`src/rtl/accumulate_unit.sv`:
```
// accumulate_unit: push-button driven 16-bit accumulator.
// Run and Clear are synchronized. Each qualified Run press performs one
// Acc <= Acc + SW through a combinational two-level carry-lookahead adder.
// Cout and Ovf hold the flags of the most recent add.
module accumulate_unit (
  input  logic        Clk,
  input  logic        Reset,
  input  logic        Run,
  input  logic        Clear,
  input  logic [15:0] SW,
  output logic [15:0] Acc,
  output logic        Cout,
  output logic        Ovf,
  output logic        Busy,
  output logic        Done
);

  typedef enum logic [1:0] {S_IDLE, S_LATCH, S_ADD, S_DONE} state_t;

  state_t      state_reg, state_next;
  logic        run_meta_reg, run_s_reg, run_prev_reg;
  logic        clr_meta_reg, clr_s_reg;
  logic [1:0]  warm_reg;
  logic        armed_reg;
  logic [15:0] acc_reg, b_reg;
  logic        cout_reg, ovf_reg;
  logic        run_edge;

  // Adder nets
  logic        cin;
  logic [15:0] bit_g, bit_p;
  logic [15:0] carry;
  logic [3:0]  grp_g, grp_p;
  logic [4:0]  grp_c;
  logic [16:0] sum;

  // Input synchronizers, edge flop, and post-reset arming.
  // After reset the synchronizers hold zeros that do not reflect the real
  // input. Arming therefore waits until the synchronized Run has been seen
  // low, so that a button held through reset cannot start an add.
  always_ff @(posedge Clk) begin
    if (Reset) begin
      run_meta_reg <= 1'b0;
      run_s_reg    <= 1'b0;
      run_prev_reg <= 1'b0;
      clr_meta_reg <= 1'b0;
      clr_s_reg    <= 1'b0;
      warm_reg     <= 2'd0;
      armed_reg    <= 1'b0;
    end else begin
      run_meta_reg <= Run;
      run_s_reg    <= run_meta_reg;
      run_prev_reg <= run_s_reg;
      clr_meta_reg <= Clear;
      clr_s_reg    <= clr_meta_reg;
      if (warm_reg != 2'd2) begin
        warm_reg <= warm_reg + 2'd1;
      end
      if (warm_reg == 2'd2 && !run_s_reg) begin
        armed_reg <= 1'b1;
      end
    end
  end

  assign run_edge = armed_reg & run_s_reg & ~run_prev_reg;

  // State register
  always_ff @(posedge Clk) begin
    if (Reset) begin
      state_reg <= S_IDLE;
    end else begin
      state_reg <= state_next;
    end
  end

  // Next-state logic. A clear in the same IDLE cycle as a Run edge wins.
  always_comb begin
    state_next = state_reg;
    case (state_reg)
      S_IDLE:  if (run_edge && !clr_s_reg) state_next = S_LATCH;
      S_LATCH: state_next = S_ADD;
      S_ADD:   state_next = S_DONE;
      S_DONE:  if (!run_s_reg) state_next = S_IDLE;
      default: state_next = S_IDLE;
    endcase
  end

  // Carry-lookahead adder: 4-bit lookahead groups with a lookahead carry
  // network across the groups. Carry-in is fixed at zero.
  assign cin   = 1'b0;
  assign bit_g = acc_reg & b_reg;
  assign bit_p = acc_reg ^ b_reg;

  genvar gi;
  generate
    for (gi = 0; gi < 4; gi++) begin : g_cla
      localparam int B0 = 4 * gi;
      assign carry[B0]   = grp_c[gi];
      assign carry[B0+1] = bit_g[B0] | (bit_p[B0] & grp_c[gi]);
      assign carry[B0+2] = bit_g[B0+1] | (bit_p[B0+1] & bit_g[B0])
                         | (bit_p[B0+1] & bit_p[B0] & grp_c[gi]);
      assign carry[B0+3] = bit_g[B0+2] | (bit_p[B0+2] & bit_g[B0+1])
                         | (bit_p[B0+2] & bit_p[B0+1] & bit_g[B0])
                         | (bit_p[B0+2] & bit_p[B0+1] & bit_p[B0] & grp_c[gi]);
      assign grp_g[gi]   = bit_g[B0+3] | (bit_p[B0+3] & bit_g[B0+2])
                         | (bit_p[B0+3] & bit_p[B0+2] & bit_g[B0+1])
                         | (bit_p[B0+3] & bit_p[B0+2] & bit_p[B0+1] & bit_g[B0]);
      assign grp_p[gi]   = &bit_p[B0+3:B0];
    end
  endgenerate

  assign grp_c[0] = cin;
  assign grp_c[1] = grp_g[0] | (grp_p[0] & cin);
  assign grp_c[2] = grp_g[1] | (grp_p[1] & grp_g[0]) | (grp_p[1] & grp_p[0] & cin);
  assign grp_c[3] = grp_g[2] | (grp_p[2] & grp_g[1]) | (grp_p[2] & grp_p[1] & grp_g[0])
                  | (grp_p[2] & grp_p[1] & grp_p[0] & cin);
  assign grp_c[4] = grp_g[3] | (grp_p[3] & grp_g[2]) | (grp_p[3] & grp_p[2] & grp_g[1])
                  | (grp_p[3] & grp_p[2] & grp_p[1] & grp_g[0])
                  | (grp_p[3] & grp_p[2] & grp_p[1] & grp_p[0] & cin);

  assign sum = {grp_c[4], bit_p ^ carry};

  // Datapath: latch the operand, commit the sum and flags, or clear when idle or done.
  always_ff @(posedge Clk) begin
    if (Reset) begin
      acc_reg  <= 16'd0;
      b_reg    <= 16'd0;
      cout_reg <= 1'b0;
      ovf_reg  <= 1'b0;
    end else begin
      case (state_reg)
        S_LATCH: b_reg <= SW;
        S_ADD: begin
          acc_reg  <= sum[15:0];
          cout_reg <= sum[16];
          ovf_reg  <= (acc_reg[15] == b_reg[15]) && (sum[15] != acc_reg[15]);
        end
        default: begin
          if (clr_s_reg) begin
            acc_reg  <= 16'd0;
            cout_reg <= 1'b0;
            ovf_reg  <= 1'b0;
          end
        end
      endcase
    end
  end

  assign Acc  = acc_reg;
  assign Cout = cout_reg;
  assign Ovf  = ovf_reg;
  assign Busy = (state_reg == S_LATCH) || (state_reg == S_ADD);
  assign Done = (state_reg == S_DONE);

endmodule

```
`config.mk`:
```
export PLATFORM = sky130hd
export DESIGN_NAME = accumulate_unit
export DESIGN_NICKNAME = d
export VERILOG_FILES = /design/src/rtl/accumulate_unit.sv
export SDC_FILE = /design/constraint.sdc
export NUM_CORES = 1
export LEC_CHECK = 0
export CAP_MARGIN = 5
export CORE_MARGIN = 2
export CORE_UTILIZATION = 35
export CTS_CLUSTER_SIZE = 8
export DETAILED_ROUTE_END_ITERATION = 8
export GPL_TIMING_DRIVEN = 0
export SLEW_MARGIN = 10
export SYNTH_ARGS = -nofsm -noshare
export SYNTH_HDL_FRONTEND = slang
export SYNTH_SLANG_ARGS = --single-unit
```
`constraint.sdc`:
```
create_clock -name Clk -period 5.7 [get_ports Clk]
set_input_delay 1.14 -clock Clk [delete_from_list [all_inputs] [get_ports Clk]]
set_output_delay 1.14 -clock Clk [all_outputs]
set_load 0.01 [all_outputs]
```
==> results_dict.tcl <==
set metrics [dict create \
    diodes 0 \
    grt_pass1_vias 1767 \
    rows 29 \
    hold_buffers 0 \
    powerDensity_nw_per_um2 291 \
    cts_sinks 44 \
    worst_pin_slew_ns 0.855 \
    cp.required_ns 4.56 \
    hold_class "flop to flop" \
    synthSimpleGateAreaFrac_pct 17.1 \
    synth_top_family_by_area "simple AND/OR/NAND/NOR gates" \
    dieArea_um2 7300 \
    insertion_delay_ns 0.29 \
    n_fill_cell 636 \
    final.min_clock_period_ns 2.75 \
    grt_pass1_wl_um 8340 \
    clock_skew_ns 0.00853 \
    fin_cells 376 \
    switchingPower_w 0.000241 \
    ys_ff_latch 44 \
    avgRoutedWirePerCell_um 13.3 \
    setup_violations 0 \
    cts_buffers 5 \
    ff2ff_path_depth 9 \
    slew-limit-headroom_pct 42.9 \
    rr_endpoint "Acc[12]$_SDFFE_PP0P_" \
    synth_fp_nets 299 \
    intPower_w 0.000614 \
    cts_tree "yes" \
    drcViolationCount 0 \
    placed_cells 369 \
    grt_max_degree 14 \
    routed_wl_um 5010 \
    hold_slack_ns 0.440 \
    synth_warnings 0 \
    fin_tns_setup_ns 0 \
    initialDrtViolationCount 64 \
    postRouteAntennaNets 0 \
    crit_fanout 4 \
    yosysUniqueCellTypes 46 \
    critPathLaunch "state_reg[0]$_SDFFE_PP0P_" \
    synth.top_cell.area_share_pct 38.0 \
    maxSlewViolCount 0 \
    post-route-period-util_pct 48.2 \
    hold_viol 0 \
    crit_slowest_cell "clkdlybuf4s50_1" \
    status "finished clean" \
    start_util_pct 36.3 \
    synth_area_leaders "dfxtp_1 38%, ha_1 12%, mux2i_1 8.2%" \
    clkSlewWorstSetupHoldPaths_ns 0.08 \
    synth_area_um2 2320 \
    crit_path_end_kind "output port" \
    drive_above_1_share_pct 4.35 \
    yosysTopAreaCell "dfxtp_1" \
    die_w_um 85.4 \
    cpPeakStageDelay_ns 0.54 \
    synth_xor_area_share_pct 2.64 \
    switching_share_pct 28.2 \
    vias_per_cell 5.06 \
    synth-adder-area-share_pct 15.3 \
    drtPass1Iterations 4 \
    synth_compound_area_share_pct 15.6 \
    grt_antenna_before_repair 0 \
    power.share.clock_pct 32.4 \
    clockRootBuffer "clkbuf_8" \
    nets 345 \
    netlist_instances 253 \
    cts-resized-gates 0 \
    ir_drop_v 0.000155 \
    leakage_nw 1.19 \
    path_cells "inv_1 -> ha_1 -> clkdlybuf4s50_1" \
    arrival_ns 1.61 \
    seq_power_share_pct 42.8 \
    h-tree-depth 2 \
    crit_type "flop to output port" \
    cp-endpoint "Busy" \
    startpoint_type "flop" \
    grt_usage_pct 14.3 \
    area_delta_synth_final_pct 26.5 \
    reg2reg_setup_slack_ns 3.08 \
    muxShareOfSynthArea_pct 8.19 \
    r2r-start "Acc[5]$_SDFFE_PP0P_" \
    pwr-share-comb_pct 24.8 \
    pin_count 40 \
    numPortBuffers 39 \
    post_cts_buffers 0 \
    fmaxAchievable_mhz 364 \
    dieHeight_um 85.4 \
    drv_cap 0 \
    gp_congestion 0.859 \
    core_area_um2 6390 \
    rsz0062_at_grt "false" \
    dp_hpwl_um 3820 \
    grt_overflow_total 0 \
    synth_area_per_cell_um2 9.17 \
    yosysSeqAreaShare_pct 38.0 \
    cts_buffer_depth 2 \
    dr_total_vias 1901 \
]
-- cells in the final DEF (no fill, tap or decap), drive strengths merged, types with 3 or more instances in the layout --
master         instances
dfxtp                 44
clkdlybuf4s50         39
nor2                  29
a21oi                 22
ha                    22
mux2i                 19
nand2                 17
nand3                 13
inv                   10
clkbuf                 9
nor2b                  7
o21a                   5
o21ai                  5
xor2                   5
buf                    5
o31ai                  4
fa                     4
nor3                   3
-- power by group through the flow --
stage | combinational, W | clock, W | sequential [W]
after floorplan | 0.000159 | 0 | 0.000367
after global routing | 0.000239 | 0.000295 | 0.000371
final | 0.000212 | 0.000277 | 0.000366
after detailed placement | 0.000213 | 0 | 0.000373
after global placement | 0.000211 | 0 | 0.000372
after CTS | 0.000214 | 0.000286 | 0.000366
-- per-layer routing --
metal / GRT usage [%] / wire (µm)
met1: 19.6 / 2520
met2: 22.5 / 2260
met3: 3.60 / 186
met4: 3.90 / 44
met5: 0 / 0
-- area by class of cell --
type | count | area, µm² | area share, %
clock buffer | 5 | 68.8 | 2.34
tap | 77 | 96.3 | 3.28
clock inverter | 2 | 60.1 | 2.05
timing repair buffer | 39 | 390 | 13.3
inverter | 10 | 37.5 | 1.28
multi-input combinational | 190 | 1370 | 46.5
sequential | 44 | 881 | 30.0
buffer | 9 | 37.5 | 1.28
-- cell usage after synthesis, drive strengths merged --
library cell	count
a21o	1
nand3b	1
fa	4
ha	22
o21ai	5
xor2	5
o22ai	2
o31ai	4
and3	1
dfxtp	44
nand2	17
and2b	1
o21ba	1
mux2i	19
a21boi	1
o41a	1
nor3b	2
o21a	5
inv	10
nand2b	2
a22oi	2
o311ai	1
a21oi	22
and2	2
a31oi	1
o21bai	1
nor2	29
a221o	1
or4	1
xnor2	2
nor3	3
a41oi	1
nand4	2
nor2b	7
a221oi	1
a211oi	1
buf	5
a311o	1
a22o	1
a32oi	1
or3	2
a32o	1
clkbuf	4
nand3	13
-- stage by stage --
stage / power, W / setup WS, ns / utilization [%] / instance area [µm²]
floorplan: 0.000526 / 3.33 / - / 2320
global placement: 0.000583 / 2.78 / 44.0 / 2810
detailed placement: 0.000586 / 2.77 / 44.0 / 2810
CTS: 0.000866 / 2.93 / 46.0 / 2940
global route: 0.000906 / 2.85 / 46.0 / 2940
finish: 0.000854 / 2.95 / 46.0 / 2940
-- how the worst min path moves through the flow --
| stage | depth (start not counted) | startpoint | endpoint | slack, ns |
|---|---|---|---|---|
| after global routing | 1 | run_meta_reg$_SDFF_PP0_ | run_s_reg$_SDFF_PP0_ | 0.46 |
| after global placement | 1 | run_meta_reg$_SDFF_PP0_ | run_s_reg$_SDFF_PP0_ | 0.42 |
| after detailed placement | 1 | clr_meta_reg$_SDFF_PP0_ | clr_s_reg$_SDFF_PP0_ | 0.42 |
| after floorplan | 1 | clr_meta_reg$_SDFF_PP0_ | clr_s_reg$_SDFF_PP0_ | 0.41 |
| after CTS | 1 | clr_meta_reg$_SDFF_PP0_ | clr_s_reg$_SDFF_PP0_ | 0.44 |
| final | 1 | clr_meta_reg$_SDFF_PP0_ | clr_s_reg$_SDFF_PP0_ | 0.44 |
-- worst max-delay path, delay by kind of cell, from the launching register on --
family	cells	cell delay, ns
buffers and inverters	2	0.64
flip-flops	1	0.37
adder cells (fa/ha/maj)	1	0.30
-- cell families after synthesis --
logic type      after synthesis
compound gates               55
xor+xnor                      7
fa+ha+maj                    26
buf+inv                      19
flops                        44
mux                          19
simple gates                 83
Note: power is estimated with default switching activity, not from simulation.
